<file path="src/rtl/alu_share_arbiter_if.sv">
// Request, ALU-issue and response bundle between the shared-ALU arbiter and its environment.
// The master side covers the two requesters plus the ALU; the arbiter uses the slave side.
interface alu_share_arbiter_if #(
   parameter int DATA_WIDTH = 32,
   parameter int CNT_WIDTH  = 16
);
   logic [1:0]              req_valid_i;
   logic [1:0]              req_ready_o;
   logic [1:0]              req_funct7_i;
   logic [5:0]              req_alu_op_i;
   logic [5:0]              req_funct3_i;
   logic [2*DATA_WIDTH-1:0] req_a_i;
   logic [2*DATA_WIDTH-1:0] req_b_i;

   logic                    alu_funct7_o;
   logic [2:0]              alu_op_o;
   logic [2:0]              alu_funct3_o;
   logic [DATA_WIDTH-1:0]   alu_a_o;
   logic [DATA_WIDTH-1:0]   alu_b_o;
   logic [DATA_WIDTH-1:0]   alu_result_i;
   logic                    alu_zero_i;

   logic [1:0]              rsp_valid_o;
   logic [1:0]              rsp_ready_i;
   logic [DATA_WIDTH-1:0]   rsp_data_o;
   logic                    rsp_zero_o;

   logic                    busy_o;
   logic [CNT_WIDTH-1:0]    grant_cnt0_o;
   logic [CNT_WIDTH-1:0]    grant_cnt1_o;

   modport master (
      output req_valid_i, req_funct7_i, req_alu_op_i, req_funct3_i, req_a_i, req_b_i,
      output alu_result_i, alu_zero_i, rsp_ready_i,
      input  req_ready_o, alu_funct7_o, alu_op_o, alu_funct3_o, alu_a_o, alu_b_o,
      input  rsp_valid_o, rsp_data_o, rsp_zero_o, busy_o, grant_cnt0_o, grant_cnt1_o
   );

   modport slave (
      input  req_valid_i, req_funct7_i, req_alu_op_i, req_funct3_i, req_a_i, req_b_i,
      input  alu_result_i, alu_zero_i, rsp_ready_i,
      output req_ready_o, alu_funct7_o, alu_op_o, alu_funct3_o, alu_a_o, alu_b_o,
      output rsp_valid_o, rsp_data_o, rsp_zero_o, busy_o, grant_cnt0_o, grant_cnt1_o
   );
endinterface

</file>
<file path="src/rtl/alu_share_arbiter.sv">
// Round-robin share of one ALU between two requesters; accept -> issue next cycle -> response the cycle after.
// Requests stall (ready low) from accept until the owner takes the response; the response holds until accepted.
module alu_share_arbiter #(
   parameter int DATA_WIDTH = 32,
   parameter int CNT_WIDTH  = 16
) (
   input  logic               clk,
   input  logic               reset,
   alu_share_arbiter_if.slave bus
);
   typedef enum logic [1:0] {
      IDLE = 2'd0,
      EXEC = 2'd1,
      RESP = 2'd2
   } state_t;

   state_t                state, state_nxt;
   logic                  ptr, owner, grant, accept, rsp_done;
   logic                  iss_f7;
   logic [2:0]            iss_op, iss_f3;
   logic [DATA_WIDTH-1:0] iss_a, iss_b;
   logic [DATA_WIDTH-1:0] rsp_data;
   logic                  rsp_zero;
   logic [CNT_WIDTH-1:0]  cnt0, cnt1;

   logic                  sel_f7;
   logic [2:0]            sel_op, sel_f3;
   logic [DATA_WIDTH-1:0] sel_a, sel_b;

   always_comb begin
      state_nxt = state;
      grant     = ptr;
      accept    = 1'b0;
      rsp_done  = 1'b0;
      case (state)
         IDLE: begin
            accept = |bus.req_valid_i;
            case (bus.req_valid_i)
               2'b01:   grant = 1'b0;
               2'b10:   grant = 1'b1;
               default: grant = ptr;
            endcase
            if (accept) state_nxt = EXEC;
         end
         EXEC: state_nxt = RESP;
         RESP: begin
            // Only the owner's ready completes the response.
            rsp_done = bus.rsp_ready_i[owner];
            if (rsp_done) state_nxt = IDLE;
         end
         default: state_nxt = IDLE;
      endcase
   end

   always_comb begin
      sel_f7 = grant ? bus.req_funct7_i[1]                : bus.req_funct7_i[0];
      sel_op = grant ? bus.req_alu_op_i[5:3]              : bus.req_alu_op_i[2:0];
      sel_f3 = grant ? bus.req_funct3_i[5:3]              : bus.req_funct3_i[2:0];
      sel_a  = grant ? bus.req_a_i[2*DATA_WIDTH-1:DATA_WIDTH] : bus.req_a_i[DATA_WIDTH-1:0];
      sel_b  = grant ? bus.req_b_i[2*DATA_WIDTH-1:DATA_WIDTH] : bus.req_b_i[DATA_WIDTH-1:0];
   end

   always_ff @(posedge clk) begin
      if (!reset) state <= IDLE;
      else        state <= state_nxt;
   end

   always_ff @(posedge clk) begin
      if (!reset) begin
         ptr      <= 1'b0;
         owner    <= 1'b0;
         iss_f7   <= 1'b0;
         iss_op   <= '0;
         iss_f3   <= '0;
         iss_a    <= '0;
         iss_b    <= '0;
         rsp_data <= '0;
         rsp_zero <= 1'b0;
         cnt0     <= '0;
         cnt1     <= '0;
      end else begin
         if (accept) begin
            owner  <= grant;
            iss_f7 <= sel_f7;
            iss_op <= sel_op;
            iss_f3 <= sel_f3;
            iss_a  <= sel_a;
            iss_b  <= sel_b;
            if (grant) cnt1 <= cnt1 + 1'b1;
            else       cnt0 <= cnt0 + 1'b1;
         end
         if (state == EXEC) begin
            rsp_data <= bus.alu_result_i;
            rsp_zero <= bus.alu_zero_i;
         end
         if (rsp_done) ptr <= ~owner;
      end
   end

   // Ready is masked during reset so no output reads as an accept while reset is asserted.
   assign bus.req_ready_o  = (accept && reset) ? (grant ? 2'b10 : 2'b01) : 2'b00;
   assign bus.rsp_valid_o  = (state == RESP) ? {owner, ~owner} : 2'b00;
   assign bus.rsp_data_o   = rsp_data;
   assign bus.rsp_zero_o   = rsp_zero;
   assign bus.alu_funct7_o = iss_f7;
   assign bus.alu_op_o     = iss_op;
   assign bus.alu_funct3_o = iss_f3;
   assign bus.alu_a_o      = iss_a;
   assign bus.alu_b_o      = iss_b;
   assign bus.busy_o       = (state != IDLE);
   assign bus.grant_cnt0_o = cnt0;
   assign bus.grant_cnt1_o = cnt1;
endmodule

</file>
<file path="src/flat_wrapper.sv">
// flat-port wrapper written by rule: the top's interface ports become plain ports
module alu_share_arbiter_flat 
#(
   parameter int DATA_WIDTH = 32,
   parameter int CNT_WIDTH  = 16
)
  (clk, reset, bus_req_valid_i, bus_req_funct7_i, bus_req_alu_op_i, bus_req_funct3_i, bus_req_a_i, bus_req_b_i, bus_alu_result_i, bus_alu_zero_i, bus_rsp_ready_i, bus_req_ready_o, bus_alu_funct7_o, bus_alu_op_o, bus_alu_funct3_o, bus_alu_a_o, bus_alu_b_o, bus_rsp_valid_o, bus_rsp_data_o, bus_rsp_zero_o, bus_busy_o, bus_grant_cnt0_o, bus_grant_cnt1_o);
  alu_share_arbiter_if #(.DATA_WIDTH(DATA_WIDTH), .CNT_WIDTH(CNT_WIDTH)) bus_i ();
  input  logic clk;
  input  logic reset;
  input wire logic [$bits(bus_i.req_valid_i)-1:0] bus_req_valid_i;
  input wire logic [$bits(bus_i.req_funct7_i)-1:0] bus_req_funct7_i;
  input wire logic [$bits(bus_i.req_alu_op_i)-1:0] bus_req_alu_op_i;
  input wire logic [$bits(bus_i.req_funct3_i)-1:0] bus_req_funct3_i;
  input wire logic [$bits(bus_i.req_a_i)-1:0] bus_req_a_i;
  input wire logic [$bits(bus_i.req_b_i)-1:0] bus_req_b_i;
  input wire logic [$bits(bus_i.alu_result_i)-1:0] bus_alu_result_i;
  input wire logic [$bits(bus_i.alu_zero_i)-1:0] bus_alu_zero_i;
  input wire logic [$bits(bus_i.rsp_ready_i)-1:0] bus_rsp_ready_i;
  output wire logic [$bits(bus_i.req_ready_o)-1:0] bus_req_ready_o;
  output wire logic [$bits(bus_i.alu_funct7_o)-1:0] bus_alu_funct7_o;
  output wire logic [$bits(bus_i.alu_op_o)-1:0] bus_alu_op_o;
  output wire logic [$bits(bus_i.alu_funct3_o)-1:0] bus_alu_funct3_o;
  output wire logic [$bits(bus_i.alu_a_o)-1:0] bus_alu_a_o;
  output wire logic [$bits(bus_i.alu_b_o)-1:0] bus_alu_b_o;
  output wire logic [$bits(bus_i.rsp_valid_o)-1:0] bus_rsp_valid_o;
  output wire logic [$bits(bus_i.rsp_data_o)-1:0] bus_rsp_data_o;
  output wire logic [$bits(bus_i.rsp_zero_o)-1:0] bus_rsp_zero_o;
  output wire logic [$bits(bus_i.busy_o)-1:0] bus_busy_o;
  output wire logic [$bits(bus_i.grant_cnt0_o)-1:0] bus_grant_cnt0_o;
  output wire logic [$bits(bus_i.grant_cnt1_o)-1:0] bus_grant_cnt1_o;
  assign bus_i.req_valid_i = bus_req_valid_i;
  assign bus_i.req_funct7_i = bus_req_funct7_i;
  assign bus_i.req_alu_op_i = bus_req_alu_op_i;
  assign bus_i.req_funct3_i = bus_req_funct3_i;
  assign bus_i.req_a_i = bus_req_a_i;
  assign bus_i.req_b_i = bus_req_b_i;
  assign bus_i.alu_result_i = bus_alu_result_i;
  assign bus_i.alu_zero_i = bus_alu_zero_i;
  assign bus_i.rsp_ready_i = bus_rsp_ready_i;
  assign bus_req_ready_o = bus_i.req_ready_o;
  assign bus_alu_funct7_o = bus_i.alu_funct7_o;
  assign bus_alu_op_o = bus_i.alu_op_o;
  assign bus_alu_funct3_o = bus_i.alu_funct3_o;
  assign bus_alu_a_o = bus_i.alu_a_o;
  assign bus_alu_b_o = bus_i.alu_b_o;
  assign bus_rsp_valid_o = bus_i.rsp_valid_o;
  assign bus_rsp_data_o = bus_i.rsp_data_o;
  assign bus_rsp_zero_o = bus_i.rsp_zero_o;
  assign bus_busy_o = bus_i.busy_o;
  assign bus_grant_cnt0_o = bus_i.grant_cnt0_o;
  assign bus_grant_cnt1_o = bus_i.grant_cnt1_o;
  alu_share_arbiter #(.DATA_WIDTH(DATA_WIDTH), .CNT_WIDTH(CNT_WIDTH)) u_core (.clk(clk), .reset(reset), .bus(bus_i));
endmodule
</file>
<file path="config.mk">
export PLATFORM = sky130hd
export DESIGN_NAME = alu_share_arbiter_flat
export DESIGN_NICKNAME = d
export VERILOG_FILES = /design/src/rtl/alu_share_arbiter_if.sv /design/src/rtl/alu_share_arbiter.sv /design/src/flat_wrapper.sv
export SDC_FILE = /design/constraint.sdc
export NUM_CORES = 1
export LEC_CHECK = 0
export CORE_MARGIN = 5
export CORE_UTILIZATION = 35
export CTS_BUF_LIST = sky130_fd_sc_hd__clkbuf_4 sky130_fd_sc_hd__clkbuf_8 sky130_fd_sc_hd__clkbuf_16
export DETAILED_ROUTE_END_ITERATION = 6
export PLACE_DENSITY = 0.81
export RECOVER_POWER = 100
export SLEW_MARGIN = 20
export SYNTH_ARGS = -nofsm -noshare
export SYNTH_HDL_FRONTEND = slang
export SYNTH_SLANG_ARGS = --single-unit
</file>
<file path="constraint.sdc">
create_clock -name clk -period 2.5 [get_ports clk]
set_input_delay 0.625 -clock clk [delete_from_list [all_inputs] [get_ports clk]]
set_output_delay 0.625 -clock clk [all_outputs]
set_load 0.005 [all_outputs]
</file>
==> results of run 1 <==
-- cell families after synthesis --
| family | count (synthesis) |
|---|---|
| XOR/XNOR | 11 |
| multiplexers | 3 |
| adder cells (fa/ha/maj) | 4 |
| buffers and inverters | 64 |
| flip-flops | 140 |
| AND/OR/NAND/NOR | 371 |
| AO/OA/AOI/OAI | 149 |
-- layer usage --
metal  part of all wire, %  GRT usage [%]
met3                   9.8           7.55
met5                     0              0
met4                   2.3           7.26
met1                    38           21.9
met2                    50           35.7
-- power by group --
group          internal (mW)  total [mW]  switching (mW)  leakage, nW
registers               2.44        2.54           0.106         1.15
clock network           1.76        2.72           0.964        0.309
logic                  0.799        1.45           0.647         2.63
-- worst max path at each step --
stage,startpoint,endpoint,slack [ns],cells after the start
final,bus_req_valid_i[1],bus_req_ready_o[0],0.08,7
after floorplan,bus_req_valid_i[0],bus_req_ready_o[0],0.07,7
after detailed placement,bus_req_valid_i[1],bus_req_ready_o[0],-0.65,7
after global placement,bus_req_valid_i[0],bus_req_ready_o[0],-0.64,7
after CTS,u_core.state[1],bus_rsp_valid_o[0],0.04,3
after global routing,bus_req_valid_i[0],bus_req_ready_o[0],0.03,7
-- cell usage in the layout, fill, tap and decap left out, types with 5 or more instances in the layout --
cell             instances
and4_1                   5
clkbuf_1                 5
clkdlybuf4s50_1        179
dlygate4sd3_1          138
nand4_1                 10
nand2_1                222
clkbuf_4                 5
a311oi_1                71
o21ai_0                 18
xnor2_1                  7
buf_4                   26
dfxtp_1                139
a21oi_1                 57
clkbuf_16               17
nand3_1                  9
or3_1                   17
nor2_1                  87
-- state kept, by name, indices dropped and copies added (netlist names) --
name                     count
u_core.bus.rsp_data_o       32
u_core.ptr                   1
u_core.state                 2
u_core.bus.alu_funct7_o      1
u_core.bus.alu_funct3_o      3
u_core.bus.rsp_zero_o        1
u_core.bus.grant_cnt1_o     16
u_core.bus.alu_op_o          3
u_core.bus.alu_a_o          32
u_core.bus.alu_b_o          32
u_core.owner                 1
u_core.bus.grant_cnt0_o     16
-- through the flow --
| step | setup TNS [ns] | setup slack [ns] | cells |
|---|---|---|---|
| 3_5_place_dp | -26.98 | -0.646 | 1255 |
| 4_1_cts | 0 | 0.0418 | 1295 |
| 5_1_grt | 0 | 0.0286 | 1295 |
| 3_3_place_gp | -24.58 | -0.640 | 1255 |
| 6_report | 0 | 0.0842 | 1295 |
| 2_1_floorplan | 0 | 0.0681 | 742 |
-- repair_timing --
action,4_1_cts,5_1_grt
resized for setup,15,1
buffers inserted,9,0
setup endpoints to repair,5,2
pin swaps,3,0
-- area by class of cell --
cell class                      instances  area, sq um
Inverter                                7         28.8
Multi-Input combinational cell        538         2790
Tap cell                              220          275
Clock inverter                         10          163
Sequential cell                       140         2800
Timing Repair Buffer                  359         3520
Fill cell                            1383         6360
Clock buffer                           21          474
-- critical path, cell delays in order --
cell	delay [ns]
dlygate4sd2_1	0.23
inv_2	0.05
ha_4	0.27
mux2i_4	0.26
nand2_2	0.09
nor2_1	0.11
clkbuf_2	0.15
==> results.yml, run 1 <==
drt:
  viasPerCell: 4.99
  drt-total-wl_mm: 20.1
  routedWlPerCell_microns: 15.6
  drt-pass1-iter-count: 4
  vias: 6461
  drt_iter0_markers: 311
  ant_nets: 0
  drc: 0
placed_design:
  gp_congestion: 0.805
  postPlaceCellArea_sq_mm: 0.00936
  io_buffer_count: 321
  hpwl_mm: 14.6
worst_setup_path:
  critPathCaptureType: "output port"
  r2r_slack_ns: 0.55
  r2r-start: "u_core.state[0]"
  critPathMaxFanout: 3
  critPathKind: "primary input to output port"
  timing.rr.end: "u_core.bus.grant_cnt0_o[0]"
  reg2reg_depth: 12
  crit_required_ns: 1.88
  startpoint_type: "primary input"
  worstPathArrival_ns: 1.79
cts:
  cts_tree: "done"
  clockBufferDepth: 2
  hold_buffers: 0
  numCtsBuffers: 17
  root_buffer: "clkbuf_16"
  cts.sinks: 140
  cts_htree_levels: 4
  path_clk_slew_ns: 0.06
  clkLatencyLatePin_ns: 0.42
sta:
  setup_viol: 0
  fin_crit_ns: 2.42
  min_period_over_period_pct: 96.6
  rsz0062_at_grt: "no"
  relSlewSlack_pct: 11.2
  fmax_mhz: 414
  finalClockSkew_ns: 0.00719
  holdWs_ns: 0.448
  slew_viol_final: 0
  tightest_slew_ns: 1.33
  finalHoldViolCount: 0
synthesis:
  syn-num-nets: 927
  synth_top_area_share_pct: 48.4
  syn_area_sq_mm: 0.00580
  synthAdderAreaFrac_pct: 0.864
  synthMuxAreaShare_pct: 0.540
  synth_top_family_by_area: "simple AND/OR/NAND/NOR gates"
  yosys-top-cells-count: "nand2_1 (223), dfxtp_1 (140), nor2_1 (87)"
  ys_warn_count: 0
  synth_xor_area_share_pct: 1.66
  synth_edf_count: 0
  yosys_most_used_dff: "dfxtp_1"
  synth_compound_area_share_pct: 17.6
  ys_ff_latch: 140
  synth-seq-area-share_pct: 48.4
  yosysTopAreaCell: "dfxtp_1"
  synth-async-reset-ratio_pct: 0
  yosysMostFrequentCell: "nand2_1"
  synth_cells: 742
  synthDistinctLibCells: 29
  syn_area_per_cell_sq_um: 7.81
  yosys-top-cells-area: "dfxtp_1 (48%), nand2_1 (14%), a311oi_1 (11%), nor2_1 (5.6%), a21oi_1 (4.9%)"
  yosys.area_share.simple_pct: 26.8
final_layout:
  final_core_util_pct: 61.3
  design_area_sq_mm: 0.0100
  finish.net_count: 1248
  diodes: 0
  drive_gt1_share_pct: 7.26
  synthToLayoutAreaGrowth_pct: 73.4
grt:
  overflow: 0
  grt_antenna_before_repair: 0
  grt_pass1_wl_mm: 31.7
  track_usage_pct: 20.1
  grt_pass1_vias: 6256
  grt_start_max_net_pins: 150
power_and_ir_drop:
  power_mw: 6.71
  leakage_nw: 4.09
  ir_drop_uv: 486
  power_density_mw_per_mm2: 668
min_path:
  worstHoldStart: "u_core.bus.rsp_data_o[29]"
  holdPathStages: 2
  hold_class: "flip-flop to flip-flop"
  holdPathEnd: "u_core.bus.rsp_data_o[29]"
die:
  die_y_microns: 139
  die_w_microns: 139
  initial_core_util_pct: 35.3
  core-area_sq_mm: 0.0164
  num_rows: 47
  dieArea_sq_mm: 0.0192
  ios: 322
run:
  cap_violations: 0
outcome:
  outcome: "complete, no violations"
No activity file was read; power rests on OpenSTA's default activity.
==> run 2, diff against run 1 <==
--- a/config.mk
+++ b/config.mk
@@ -5,13 +5,14 @@
 export SDC_FILE = /design/constraint.sdc
 export NUM_CORES = 1
 export LEC_CHECK = 0
+export ABC_AREA = 0
 export CORE_MARGIN = 5
 export CORE_UTILIZATION = 35
 export CTS_BUF_LIST = sky130_fd_sc_hd__clkbuf_4 sky130_fd_sc_hd__clkbuf_8 sky130_fd_sc_hd__clkbuf_16
 export DETAILED_ROUTE_END_ITERATION = 6
 export PLACE_DENSITY = 0.81
 export RECOVER_POWER = 100
-export SLEW_MARGIN = 20
+export SLEW_MARGIN = 0
 export SYNTH_ARGS = -nofsm -noshare
 export SYNTH_HDL_FRONTEND = slang
 export SYNTH_SLANG_ARGS = --single-unit
==> results of run 2 <==
The final DEF is identical to that of run 1; final timing and power are the same.
==> run 3, diff against run 2 <==
--- a/config.mk
+++ b/config.mk
@@ -5,11 +5,13 @@
 export SDC_FILE = /design/constraint.sdc
 export NUM_CORES = 1
 export LEC_CHECK = 0
-export ABC_AREA = 0
+export ABC_AREA = 1
 export CORE_MARGIN = 5
-export CORE_UTILIZATION = 35
+export CORE_UTILIZATION = 36
 export CTS_BUF_LIST = sky130_fd_sc_hd__clkbuf_4 sky130_fd_sc_hd__clkbuf_8 sky130_fd_sc_hd__clkbuf_16
+export CTS_CLUSTER_SIZE = 16
 export DETAILED_ROUTE_END_ITERATION = 6
+export HOLD_SLACK_MARGIN = 0.06
 export PLACE_DENSITY = 0.81
 export RECOVER_POWER = 100
 export SLEW_MARGIN = 0
==> results.yml, run 3 <==
power_and_ir_drop:
  internal_power_mw: 4.67
  leakage_nw: 4.69
  comb_power_share_pct: 21.7
  sequentialPowerShare_pct: 39.8
  sw_frac_of_total_pct: 27.4
  ir_drop_uv: 435
  clockPowerShare_pct: 38.5
  switching_power_mw: 1.76
  power_density_mw_per_mm2: 629
placed_design:
  gp_congestion: 0.813
  place_inst: 1417
  postPlaceCellArea_sq_mm: 0.00964
  hpwl_mm: 15.2
  place_ws_ns: -0.601
  io_buffer_count: 321
synthesis:
  synthAdderAreaFrac_pct: 0.800
  ys_ff_latch: 140
  yosys-top-cells-area: "dfxtp_1 (45%), nand2_1 (14%), nand3_1 (14%), nor2_1 (8.7%), o21ai_0 (3.3%)"
  synth_compound_area_share_pct: 5.24
  synth_cells: 903
  syn-num-nets: 1088
  ys_warn_count: 0
  yosysMostFrequentCell: "nand2_1"
  yosys.area_share.simple_pct: 40.0
  synth_xor_area_share_pct: 0.839
  synth_top_area_share_pct: 44.8
  synthDistinctLibCells: 28
  synth_edf_count: 0
  synth-async-reset-ratio_pct: 0
  yosys-top-cells-count: "nand2_1 (240), nand3_1 (180), nor2_1 (145)"
  synth_top_family_by_area: "simple AND/OR/NAND/NOR gates"
  synthMuxAreaShare_pct: 0
  yosysTopAreaCell: "dfxtp_1"
  syn_area_per_cell_sq_um: 6.93
  syn_area_sq_mm: 0.00626
  synth-seq-area-share_pct: 44.8
  yosys_most_used_dff: "dfxtp_1"
worst_setup_path:
  crit_family: "buffers and inverters"
  r2r-start: "u_core.state[0]"
  worstSetupPathDepth: 5
  startpoint_type: "flip-flop"
  slowest_stage: "dlygate4sd3_1"
  slowest_delay_ns: 0.60
  crit_chain: "inv_2 -> nor2_1 -> inv_1 -> nor2_1 -> dlygate4sd3_1"
  critPathMaxFanout: 3
  worstPathArrival_ns: 1.74
  critPathKind: "flip-flop to output port"
  critPathCaptureType: "output port"
  timing.rr.end: "u_core.bus.alu_a_o[24]"
  crit_path_end: "bus_rsp_valid_o[1]"
  crit_required_ns: 1.88
  path_common_cell: "nor2_1"
  r2r_slack_ns: 0.35
  reg2reg_depth: 8
  crit_buf_inv: 3
  crit_start: "u_core.state[1]"
cts:
  path_clk_slew_ns: 0.06
  cts_htree_levels: 4
  clkLatencyLatePin_ns: 0.41
  numCtsBuffers: 17
  cts.sinks: 140
  cts_tree: "done"
  clockBufferDepth: 2
  root_buffer: "clkbuf_16"
  hold_buffers: 0
sta:
  finalHoldViolCount: 0
  min_period_over_period_pct: 94.5
  fin_crit_ns: 2.36
  relSlewSlack_pct: 17.1
  tightest_slew_ns: 1.24
  slew_viol_final: 0
  rsz0062_at_grt: "no"
  fmax_mhz: 423
  finalSetupTns_ns: 0
  setup_viol: 0
  setup_slack_ns: 0.137
  finalClockSkew_ns: 0.0132
  holdWs_ns: 0.492
grt:
  track_usage_pct: 20.1
  grt_pass1_vias: 6678
  grt_start_max_net_pins: 130
  grt_pass1_wl_mm: 32.7
  grt_antenna_before_repair: 0
  overflow: 0
die:
  initial_core_util_pct: 36.4
  die_y_microns: 142
  num_rows: 48
  core-area_sq_mm: 0.0172
  ios: 322
  die_w_microns: 142
  dieArea_sq_mm: 0.0201
drt:
  drt-total-wl_mm: 21.0
  drt_iter0_markers: 389
  ant_nets: 0
  viasPerCell: 4.79
  vias: 6953
  routedWlPerCell_microns: 14.4
  drt-pass1-iter-count: 4
  drc: 0
min_path:
  hold_class: "flip-flop to flip-flop"
final_layout:
  layout_common_cells: "nand2_1 (239), nand3_1 (180), clkdlybuf4s50_1 (177)"
  finish.net_count: 1399
  design_area_sq_mm: 0.0102
  diodes: 0
  synthToLayoutAreaGrowth_pct: 63.4
  drive_gt1_share_pct: 5.87
  final_cells: 1452
  final_common_cell: "nand2_1"
outcome:
  outcome: "complete, no violations"
run:
  cap_violations: 0
[run 3: cell types whose count changed after synthesis, sizes merged, moves of 10 or more]
| cell | previous run | this run |
|---|---|---|
| nand4 | 10 | 0 |
| inv | 6 | 59 |
| nor2 | 87 | 150 |
| a311oi | 71 | 0 |
| nand3 | 9 | 185 |
| nand2 | 223 | 243 |
| a21oi | 57 | 18 |
| or3 | 17 | 0 |
| o21ai | 18 | 43 |
| clkbuf | 52 | 20 |
| buf | 5 | 30 |
[run 3: worst reg2reg max path: stages, from the launching register on]
cell and delay, ns:
dfxtp_1 0.32, inv_1 0.11, nand2_4 0.08, nor2_4 0.19, clkbuf_4 0.57, inv_2 0.17, clkbuf_2 0.33, nand3_1 0.17
nand3_1 0.10
[run 3: area by class of cell]
cell class	count	area [sq um]
fill	1564	6950
timing repair buffer	342	3390
multi-input combinational	654	2950
sequential	140	2800
clock buffer	18	433
tap	225	282
inverter	59	221
clock inverter	14	146
[run 3: layer usage]
metal  GRT usage [%]  up-vias  share of wire (%)
li1                -     3506                  -
met2            34.4      242                 49
met5               0        -                  0
met3            7.75       41                8.9
met4            7.37        0                3.0
met1            22.7     3164                 39
[run 3: worst min path at each step]
stage | start | end | slack [ns] | depth (start not counted)
2_1_floorplan | u_core.ptr | u_core.ptr | 0.47 | 2
3_3_place_gp | u_core.bus.alu_b_o[1] | u_core.bus.alu_b_o[1] | 0.48 | 2
3_5_place_dp | u_core.bus.alu_a_o[22] | u_core.bus.alu_a_o[22] | 0.49 | 2
4_1_cts | u_core.bus.alu_a_o[22] | u_core.bus.alu_a_o[22] | 0.50 | 2
5_1_grt | u_core.bus.alu_b_o[7] | u_core.bus.alu_b_o[7] | 0.51 | 2
6_report | u_core.bus.alu_a_o[23] | u_core.bus.alu_a_o[23] | 0.49 | 2
[run 3: cell families after synthesis]
kind of cell,after synthesis
simple gates,580
flops,140
buf+inv,109
compound gates,64
xor+xnor,6
fa+ha+maj,4
[run 3: through the flow]
stage / utilization, % / power (mW)
final: 59.5 / 6.43
after detailed placement: 56.1 / 4.09
after global placement: 56.1 / 4.07
after global routing: 59.5 / 6.77
after CTS: 59.7 / 6.61
after floorplan: - / 3.21
[run 3: repair_timing]
| action | CTS | global route |
|---|---|---|
| setup buffers | 3 | 0 |
| resized for setup | 16 | 0 |
| endpoints found under the setup margin | 2 | 0 |
[run 3: power by group through the flow]
stage	clock (mW)	combinational (mW)	sequential, mW
after floorplan	0	0.589	2.62
after global placement	0	1.47	2.60
after detailed placement	0	1.48	2.61
after CTS	2.54	1.50	2.57
after global routing	2.65	1.54	2.58
final	2.48	1.40	2.56
==> edit: new RTL, config.mk and constraints of run 3 <==
The 3 states of `state_t` get a one-hot encoding in 3 bits.
--- a/src/rtl/alu_share_arbiter.sv
+++ b/src/rtl/alu_share_arbiter.sv
@@ -9,8 +9,8 @@
    alu_share_arbiter_if.slave bus
 );
-   typedef enum logic [1:0] {
-      IDLE = 2'd0,
-      EXEC = 2'd1,
-      RESP = 2'd2
+   typedef enum logic [2:0] {
+      IDLE = 3'b001,
+      EXEC = 3'b010,
+      RESP = 3'b100
    } state_t;
 
Formal check against the unedited RTL: same outputs for any inputs over 4 cycles, from zero or initial values and one cycle with reset low; so few cycles prove little.
==> edit against run 3 <==
Sequential cell count grew 1; worst setup slack worse by 0.11 ns; power increased by 2.1%; highest routed layer unchanged; via count fell by 2.1%; synthesized area fell by 2.3%; final cell count up 0.62%; wire length is 2.0% higher; clock skew shrank 0.0037 ns; design area up 0.39%; critical endpoint is now bus_rsp_valid_o[0]; critical path depth unchanged; critical path type unchanged; non-clock buffer count up 5.
==> edit: results (changes against run 3) <==
most common library cells after synthesis nand2_1, dfxtp_1, nor2_1, nand3_1, inv_1 (was nand2_1, nand3_1, nor2_1, dfxtp_1, inv_1); placed inst area 9598 µm² (was 9637 µm²); crit path max-delay cell type clkdlybuf4s50_1 (was dlygate4sd3_1); Post-Place Cells 1427 (was 1417); Static Leak 4.272 nW (was 4.689 nW); number of DRC markers in iteration 0 422 (was 389); first-pass GRT wire length 33.13 mm (was 32.73 mm); outcome complete, no violations (unchanged); post-synthesis compound-gate area fraction 0.04706 (was 0.05237); fill count 1466 (was 1564); Post-Synthesis Cells 904 (was 903); Max Fanout on Critical Path 5 (was 3); GRT Overall Usage 0.2066 (was 0.2009); layout cell share with drive strength beyond 1 0.06527 (was 0.05868); Max Clock Skew 0.009534 ns (was 0.01322 ns); via count 6805 (was 6953); Placer Congestion 0.8656 (was 0.8133); max incr delay on CP 0.54 ns (was 0.60 ns); pin count of the biggest net entering global routing 87 (was 130); Mapped Nets 1089 (was 1088); pre-CTS setup slack -0.6007 ns (was -0.6014 ns); relative slew slack 0.2173 (was 0.1713); post-synthesis sequential area ratio 0.4616 (was 0.4477); DRT Wirelength 21.38 mm (was 20.96 mm); ranking of synthesized cells by area dfxtp_1, nand2_1, nor2_1 (was dfxtp_1, nand2_1, nand3_1); DR pass1 iterations 5 (was 4); XOR/XNOR share of the synthesized area 0.002865 (was 0.008395)
-- edit: cells by family (layout without fill, tap and decap cells) --
| family | Yosys count | in the layout |
|---|---|---|
| buffers and inverters | 117 | 454 |
| DFF | 141 | 141 |
| and+or+nand+nor | 585 | 585 |
| adders and majority gates | 4 | 4 |
| xor gates and xnor gates | 2 | 2 |
| AOI/OAI and AO/OA | 55 | 55 |
-- edit: power by group --
group          switching [mW]  leakage [nW]  internal [mW]
clock network           0.975         0.300           1.64
registers               0.127          1.15           2.45
logic                   0.579          2.82          0.795
total                    1.68          4.27           4.88
-- edit: timing repair --
action,in CTS,in global routing
pin swaps,5,1
resized for setup,17,3
endpoints found under the setup margin,4,2
cloned,0,0
hold endpoints to repair,0,0
setup buffers,3,0
-- edit: worst paths after layout --
path / depth (start not counted) / to / slack (ns) / from
worst max-delay path: 5 / bus_rsp_valid_o[0] / 0.02 / u_core.state[2]$_SDFFE_PN0P_
worst min-delay path: 2 / u_core.bus.alu_a_o[17]$_SDFFE_PN0P_ / 0.45 / u_core.bus.alu_a_o[17]$_SDFFE_PN0P_
worst min register to register: 2 / u_core.bus.alu_a_o[17]$_SDFFE_PN0P_ / 0.45 / u_core.bus.alu_a_o[17]$_SDFFE_PN0P_
worst max register to register: 6 / u_core.bus.alu_b_o[13]$_SDFFE_PN0P_ / 0.38 / u_core.state[1]$_SDFFE_PN0P_
-- edit: worst min-delay path: stages (launching register included) --
cell and delay [ns]:
dfxtp_1 0.31, nand2_1 0.06, nand2_1 0.04
-- edit: cell type report --
cell class,count,area [µm²],area share
clock inverters,10,138.9,0.01353
flip-flops and latches,141,2823,0.2749
inverters,76,285.3,0.02778
clock buffers,21,467.9,0.04557
multi-input cells,646,2850,0.2776
well taps,220,275.3,0.02681
repair buffers,347,3428,0.3339
-- edit: routing by layer --
layer,track usage,share of wire,vias to the layer above
met5,0,0,-
met4,0.06272,0.020,0
met3,0.06953,0.081,29
met2,0.3485,0.48,246
met1,0.2494,0.41,3065
li1,-,-,3465
